File: src/rtl/riscv_bp_ctrl.sv
// riscv_bp_ctrl: write-port sequencer for the branch-prediction pattern table.
// Sweeps the table to INIT_VALUE after reset and on flush, and merges
// branch-unit updates. Updates that arrive mid-sweep wait in a small FIFO
// and retire in arrival order.
// Optional macro RISCV_BP_CTRL_DROP_STATS_EN builds the saturating drop counter.
module riscv_bp_ctrl #(
    parameter int         BP_GLOBAL_BITS = 2,
    parameter int         BP_LOCAL_BITS  = 10,
    parameter logic [1:0] INIT_VALUE     = 2'b01,
    parameter int         FIFO_DEPTH     = 2,
    localparam int        ADR_BITS       = BP_GLOBAL_BITS + BP_LOCAL_BITS,
    localparam int        DEPTH          = 1 << ADR_BITS
) (
    input  logic                clk_i,
    input  logic                rst_ni,
    input  logic                flush_i,
    input  logic                bu_update_i,
    input  logic [ADR_BITS-1:0] bu_waddr_i,
    input  logic [1:0]          bu_wdata_i,
    output logic [ADR_BITS-1:0] ram_waddr_o,
    output logic [1:0]          ram_din_o,
    output logic                ram_we_o,
    output logic                busy_o,
    output logic                drop_o,
    output logic [15:0]         drop_cnt_o
);

    localparam int PW = (FIFO_DEPTH > 1) ? $clog2(FIFO_DEPTH) : 1;
    localparam int CW = $clog2(FIFO_DEPTH) + 1;

    typedef enum logic {CLEAR, IDLE} state_t;

    typedef struct packed {
        logic [ADR_BITS-1:0] addr;
        logic [1:0]          data;
    } upd_t;

    state_t              state, state_n;
    logic [ADR_BITS-1:0] cnt, cnt_n;
    logic                we_n, drop_n;
    logic [ADR_BITS-1:0] waddr_n;
    logic [1:0]          din_n;

    upd_t                mem [FIFO_DEPTH];
    logic [PW-1:0]       rd_ptr, wr_ptr;
    logic [CW-1:0]       count;
    logic                push, pop, fifo_clr, full, empty;
    upd_t                head, in_upd;

    assign full   = (count == CW'(FIFO_DEPTH));
    assign empty  = (count == '0);
    assign head   = mem[rd_ptr];
    assign in_upd = '{addr: bu_waddr_i, data: bu_wdata_i};
    assign busy_o = (state == CLEAR);

    function automatic logic [PW-1:0] ptr_inc(input logic [PW-1:0] p);
        return (p == PW'(FIFO_DEPTH - 1)) ? '0 : p + 1'b1;
    endfunction

    // State, sweep counter and registered write-port outputs
    always_ff @(posedge clk_i or negedge rst_ni) begin
        if (!rst_ni) begin
            state       <= CLEAR;
            cnt         <= '0;
            ram_we_o    <= 1'b0;
            ram_waddr_o <= '0;
            ram_din_o   <= INIT_VALUE;
            drop_o      <= 1'b0;
        end else begin
            state       <= state_n;
            cnt         <= cnt_n;
            ram_we_o    <= we_n;
            ram_waddr_o <= waddr_n;
            ram_din_o   <= din_n;
            drop_o      <= drop_n;
        end
    end

    // Select this edge's write; a flush takes precedence over everything
    always_comb begin
        state_n  = state;
        cnt_n    = cnt;
        we_n     = 1'b0;
        waddr_n  = ram_waddr_o;
        din_n    = ram_din_o;
        drop_n   = 1'b0;
        push     = 1'b0;
        pop      = 1'b0;
        fifo_clr = 1'b0;
        case (state)
            CLEAR: begin
                // Updates postdate any flush, so they queue even on a flush edge
                if (bu_update_i) begin
                    if (full) drop_n = 1'b1;
                    else      push   = 1'b1;
                end
                if (flush_i) begin
                    cnt_n = '0;
                end else begin
                    we_n    = 1'b1;
                    waddr_n = cnt;
                    din_n   = INIT_VALUE;
                    cnt_n   = cnt + 1'b1;
                    if (cnt == ADR_BITS'(DEPTH - 1)) state_n = IDLE;
                end
            end
            IDLE: begin
                if (flush_i) begin
                    // Queued updates are stale once the table is re-initialised
                    fifo_clr = 1'b1;
                    cnt_n    = '0;
                    state_n  = CLEAR;
                end else if (!empty) begin
                    we_n    = 1'b1;
                    waddr_n = head.addr;
                    din_n   = head.data;
                    pop     = 1'b1;
                    push    = bu_update_i;
                end else if (bu_update_i) begin
                    we_n    = 1'b1;
                    waddr_n = bu_waddr_i;
                    din_n   = bu_wdata_i;
                end
            end
            default: state_n = CLEAR;
        endcase
    end

    // FIFO pointers and occupancy
    always_ff @(posedge clk_i or negedge rst_ni) begin
        if (!rst_ni) begin
            rd_ptr <= '0;
            wr_ptr <= '0;
            count  <= '0;
        end else if (fifo_clr) begin
            rd_ptr <= '0;
            wr_ptr <= '0;
            count  <= '0;
        end else begin
            if (push) wr_ptr <= ptr_inc(wr_ptr);
            if (pop)  rd_ptr <= ptr_inc(rd_ptr);
            case ({push, pop})
                2'b10:   count <= count + 1'b1;
                2'b01:   count <= count - 1'b1;
                default: count <= count;
            endcase
        end
    end

    // FIFO storage; contents are qualified by count, so no reset is needed
    always_ff @(posedge clk_i) begin
        if (push) mem[wr_ptr] <= in_upd;
    end

`ifdef RISCV_BP_CTRL_DROP_STATS_EN
    logic [15:0] drop_cnt;

    // Saturating count of discarded updates, cleared only by reset
    always_ff @(posedge clk_i or negedge rst_ni) begin
        if (!rst_ni)                             drop_cnt <= '0;
        else if (drop_n && drop_cnt != 16'hFFFF) drop_cnt <= drop_cnt + 1'b1;
    end

    assign drop_cnt_o = drop_cnt;
`else
    assign drop_cnt_o = '0;
`endif

endmodule

File: config.mk
export PLATFORM = sky130hd
export DESIGN_NAME = riscv_bp_ctrl
export DESIGN_NICKNAME = d
export VERILOG_FILES = /design/src/rtl/riscv_bp_ctrl.sv
export SDC_FILE = /design/constraint.sdc
export NUM_CORES = 1
export LEC_CHECK = 0
export CAP_MARGIN = 15
export CORE_UTILIZATION = 35
export DETAILED_ROUTE_END_ITERATION = 7
export SLEW_MARGIN = 5
export SYNTH_ARGS = -nofsm -noshare
export SYNTH_HDL_FRONTEND = slang
export SYNTH_SLANG_ARGS = --single-unit
File: constraint.sdc
create_clock -name clk_i -period 3.3 [get_ports clk_i]
set_input_delay 0.33 -clock clk_i [delete_from_list [all_inputs] [get_ports clk_i]]
set_output_delay 0.33 -clock clk_i [all_outputs]
set_load 0.01 [all_outputs]
==> impl_metrics.ini, run 1 <==
[run_status]
outcome = completed

[synth]
synth.avg_cell_area_um2 = 12.0
syn_area_um2 = 2920
ys_seq_elements = 61
synthCells = 244
yosysTopAreaCell = edfxtp_1
ys_types = 46
synth_area_leaders = edfxtp_1, dfrtp_1, mux2i_1
synth-edff-count = 28
synth_flop_cell = dfrtp_1
yosys_warnings = 0
synth.top_cell.area_share_pct = 28.8
synth-async-reset-ratio_pct = 54.1
ys_seq_area_share_pct = 57.1

[timing]
finalSetupViolCount = 0
setup_slack_ns = 1.24
relSlewSlack_pct = 44.0
finalCritPeriodShare_pct = 62.3
max_freq_ghz = 0.486
timing.hold.ws_ns = 0.397
fin_worst_skew_ns = 0.00589
fin_tns_setup_ns = 0
drv_slew = 0
grt_setup_unrepaired = no
tightest_slew_ns = 0.840
fin_crit_ns = 2.06
finalHoldViolCount = 0

[route]
postRouteAntennaNets = 0
wirelength_um = 6340
via_count = 1978
drtIter0Drc = 94
post_drt_wl_per_cell_um = 16.6
drtPass1Iterations = 4
drc = 0
vias_per_cell = 5.18

[grt]
gr-usage-all-layers_pct = 15.7
grt_pass1_wl_um = 10100
first_global_vias = 1941
grt_max_degree = 34
antenna_found_initial = 0
grt-ovfl-total = 0

[floorplanning]
die_y_um = 93.4
coreArea_um2 = 7890
die_w_um = 93.4
dieArea_um2 = 8720
start_util_pct = 37.1
rows = 32
pin_count = 51

[critical_path]
worst-path-max-fanout = 24
worstPathRequired_ns = 3.56
arrival_ns = 2.31
crit_type = reg -> reg
cp-start-kind = register
endpoint_kind = register

[placement]
place_area_um2 = 3290
place_congestion = 0.783
port_buffers = 34
dp_slack_ns = 1.12
dpl.hpwl_um = 4230

[clock_network]
numCtsBuffers = 9
cts.clk_slew.worst_paths_ns = 0.07
insertion_delay_ns = 0.34
postCtsSetupBuffers = 0
cts_tree = yes
clockBufferDepth = 2
root_buffer = clkbuf_8
cts_max_level = 3
hold_buffers = 0
post_cts_resized = 0
clock-sinks = 61

[pwr]
p_per_area_nw_per_um2 = 595
clockPowerShare_pct = 30.8
p_int_mw = 1.44
power_leakage_nw = 1.38
ir_worst_vdd_uv = 196
switchingPower_mw = 0.636
seqPwrFrac_pct = 50.5
combPwrFrac_pct = 18.6
p_sw_share_pct = 30.7

[layout]
final_layout_size_suffix_gt1_share_pct = 10.0
area_growth_pct = 19.2
nets = 294
final_area_um2 = 3480
fill_cells = 729
final_util_pct = 44.2
diodes = 0

[hold_path]
min_path_type = in -> async

[run]
maxCapViolCount = 0
==> logic make-up after synthesis <==
| logic type | share of synthesized area (%) |
|---|---|
| other | 0.128 |
| flip-flops | 57.1 |
| buffers and inverters | 7.58 |
| multiplexers | 6.21 |
| adder cells (fa/ha/maj) | 0.428 |
| AO/OA/AOI/OAI | 16.7 |
| XOR/XNOR | 1.20 |
| AND/OR/NAND/NOR | 10.7 |
==> path summary, 6_finish.rpt <==
path / cells past startpoint / startpoint / slack, ns / endpoint
worst max-delay path: 5 / count[1] / 1.24 / ram_waddr_o[4]
worst min-delay path: 2 / rst_ni / 0.40 / ram_waddr_o[3]
worst max register to register: 5 / count[1] / 1.24 / ram_waddr_o[4]
worst min register to register: 1 / ram_din_o[0] / 0.53 / ram_din_o[0]
max in group asynchronous: 2 / rst_ni / 2.55 / ram_din_o[0]
min in group clk_i: 1 / ram_din_o[0] / 0.53 / ram_din_o[0]
==> critical path: stages, from the launching register on <==
cell,delay (ns)
dfrtp_1,0.88
nor4b_2,0.12
buf_4,0.22
nor2_1,0.32
buf_4,0.25
a2bb2oi_1,0.18
==> cell usage in the layout, fill, tap and decap left out, drive strengths merged, types with 2 or more instances in the layout <==
cell	count
o22ai	2
inv	3
o31ai	5
clkbuf	9
a21oi	11
nor2	12
nand2	3
clkinv	4
nor3	15
nand4b	2
o2bb2ai	2
dfrtp	32
nand3	3
clkdlybuf4s50	34
xor2	3
a2bb2oi	12
or3	4
nand4	2
a211o	12
or4	4
edfxtp	28
mux2i	17
nor2b	3
a211oi	12
clkinvlp	2
o21ai	4
conb	16
buf	7
==> Yosys cell counts (2+ instances only) <==
master / number
buf_2: 8
or3_1: 2
nor2_1: 12
mux2i_1: 17
nor2b_1: 3
o2bb2ai_1: 2
or3_2: 2
edfxtp_1: 28
a211oi_1: 12
a21oi_1: 11
buf_4: 17
xor2_1: 3
nand2_1: 3
o21ai_0: 4
nand3_1: 3
o31ai_1: 5
or4_1: 4
nor3_1: 15
nand4_1: 2
buf_1: 2
a211o_1: 12
a2bb2oi_1: 12
clkbuf_1: 8
dfrtp_1: 32
o22ai_1: 2
inv_1: 3
==> per-stage QoR <==
stage / std cells / total power, mW
5_1_grt: 382 / 2.18
3_5_place_dp: 366 / 1.45
3_3_place_gp: 366 / 1.44
4_1_cts: 382 / 2.09
2_1_floorplan: 259 / 1.31
6_report: 382 / 2.07
==> flip-flops by register name, summed over array words and instances, names as in the netlist, 2 cells and up <==
register and count:
ram_din_o 2, cnt 12, count 2, ram_waddr_o 12
mem 28
==> layout make-up <==
class                           count  area (um^2)  area share [%]
Clock buffer                        9          124            3.55
Clock inverter                      7         66.3            1.90
Inverter                            3         11.3           0.323
Multi-Input combinational cell    159         1090            31.4
Sequential cell                    61         1670            47.9
Tap cell                          102          128            3.66
Timing Repair Buffer               41          393            11.3
==> power by group through the flow <==
stage / clock, mW / sequential (mW) / combinational [mW]
after CTS: 0.650 / 1.05 / 0.393
after detailed placement: 0 / 1.06 / 0.392
after floorplan: 0 / 0.990 / 0.321
after global routing: 0.683 / 1.07 / 0.430
after global placement: 0 / 1.06 / 0.383
final: 0.639 / 1.05 / 0.386
==> layer usage <==
metal / wire length [um] / track usage, %
met2: 3020 / 24.3
met4: 96 / 7.31
met3: 211 / 3.41
met1: 3010 / 21.0
met5: 0 / 0
No activity file was read; power rests on OpenSTA's default activity.
==> inputs of run 2 (changes only) <==
clock period = 2 ns   (was 3.3 ns; I/O delays follow)
==> impl_metrics.ini, run 2 (same netlist as run 1, synthesis figures left out) <==
[timing]
grt_setup_unrepaired = no
finalSetupViolCount = 0
finalCritPeriodShare_pct = 92.1
tightest_slew_ns = 0.698
finalHoldViolCount = 0
relSlewSlack_pct = 53.4
drv_slew = 0
setup_slack_ns = 0.158
timing.hold.ws_ns = 0.260
max_freq_ghz = 0.543
fin_worst_skew_ns = 0.0105
fin_crit_ns = 1.84
fin_tns_setup_ns = 0

[clock_network]
numCtsBuffers = 9
postCtsSetupBuffers = 0
clockBufferDepth = 2
cts_max_level = 3
hold_buffers = 0
insertion_delay_ns = 0.35
clock-sinks = 61
cts.clk_slew.worst_paths_ns = 0.07
cts_tree = yes
root_buffer = clkbuf_8

[run]
maxCapViolCount = 0

[pwr]
p_sw_share_pct = 31.0
combPwrFrac_pct = 21.6
ir_worst_vdd_uv = 337
switchingPower_mw = 1.09
seqPwrFrac_pct = 46.9
power_leakage_nw = 1.43
p_per_area_nw_per_um2 = 990
clockPowerShare_pct = 31.5
p_int_mw = 2.43

[route]
drtPass1Iterations = 4
postRouteAntennaNets = 0
vias_per_cell = 5.28
drtIter0Drc = 102
post_drt_wl_per_cell_um = 16.9
via_count = 2043
drc = 0
wirelength_um = 6540

[floorplanning]
die_y_um = 93.4
dieArea_um2 = 8720
die_w_um = 93.4
coreArea_um2 = 7890
rows = 32
start_util_pct = 37.1
pin_count = 51

[grt]
first_global_vias = 1927
grt_pass1_wl_um = 10500
gr-usage-all-layers_pct = 16.2
grt-busiest-layer = met2
grt-ovfl-total = 0
antenna_found_initial = 0
met2_usage_pct = 24.3
gr-usage-met3_pct = 4.55
met1_usage_pct = 22.6
grt_max_degree = 34

[layout]
diodes = 0
top_register = mem
layout.cells.most_common_list = clkdlybuf4s50_1, dfrtp_1, edfxtp_1
fill_cells = 725
ff_latch_area_um2 = 1670
final_layout_size_suffix_gt1_share_pct = 12.6
final_common_cell = clkdlybuf4s50_1
nets = 299
largest_reg_flops = 28
largestRegisters = mem: 28 flops, cnt: 12 flops, ram_waddr_o: 12 flops
area_growth_pct = 21.7
final_util_pct = 45.1
multi_input_area_um2 = 1100
final_area_um2 = 3560

[critical_path]
cp-start-kind = register
worst-path-max-fanout = 11
endpoint_kind = output pin
arrival_ns = 1.64
worstPathRequired_ns = 1.80
crit_type = reg -> out

[placement]
port_buffers = 34
place_congestion = 0.740
dp_slack_ns = 0.0205
dpl.hpwl_um = 4320
place_area_um2 = 3360

[hold_path]
min_path_type = in -> async

[run_status]
outcome = completed
[run 2: changes by cell type in the layout (fill, tap and decap cells not counted)]
cell / delta
buf_12: +2
buf_4: +3
clkinv_1: -2
clkinv_2: +1
clkinvlp_4: -1
inv_6: +2
nor2_1: -1
nor2_2: +1
[run 2: worst max-delay path: stages, from the launching register on]
cell,delay (ns)
dfrtp_1,0.43
buf_4,0.21
inv_1,0.12
clkdlybuf4s50_1,0.55
[run 2: final timing paths]
check                                    start             end  slack, ns  depth (start not counted)
worst max-delay path                     state          busy_o       0.16                          3
worst min-delay path                    rst_ni  ram_waddr_o[2]       0.26                          2
worst max register to register        count[1]      mem[0][11]       0.29                          4
worst min register to register    ram_din_o[0]    ram_din_o[0]       0.53                          1
max in group asynchronous               rst_ni    ram_din_o[0]       1.39                          2
min in group clk_i              bu_waddr_i[10]      mem[0][12]       0.46                          1
[run 2: timing repair]
action	4_1_cts	5_1_grt
endpoints found under the setup margin	0	2
resized for setup	0	1
endpoints found under the hold margin	0	0
[run 2: per-stage QoR]
step / total power [mW] / std cells
floorplan: 2.17 / 259
global placement: 2.43 / 371
detailed placement: 2.44 / 371
CTS: 3.55 / 387
global route: 3.68 / 387
finish: 3.52 / 387
[run 2: power groups by stage]
stage / logic, mW / registers [mW] / clock network (mW)
global placement: 0.755 / 1.67 / 0
global route: 0.844 / 1.67 / 1.17
floorplan: 0.534 / 1.63 / 0
detailed placement: 0.767 / 1.68 / 0
finish: 0.761 / 1.65 / 1.11
CTS: 0.769 / 1.65 / 1.12
[run 2: cell type report]
cell class                      count  area share, %
Inverter                            3          0.317
Tap cell                          102           3.59
Timing Repair Buffer               46           12.8
Clock inverter                      7           2.08
Multi-Input combinational cell    159           30.8
Clock buffer                        9           3.48
Sequential cell                    61           46.9
[run 2: per-layer routing]
| layer | up-vias | share of wire [%] | routed length (um) |
|---|---|---|---|
| li1 | 970 | - | - |
| met1 | 1013 | 48 | 3130 |
| met2 | 54 | 46 | 3020 |
| met3 | 6 | 4.8 | 311 |
| met4 | 0 | 1.2 | 79 |
| met5 | - | 0 | 0 |
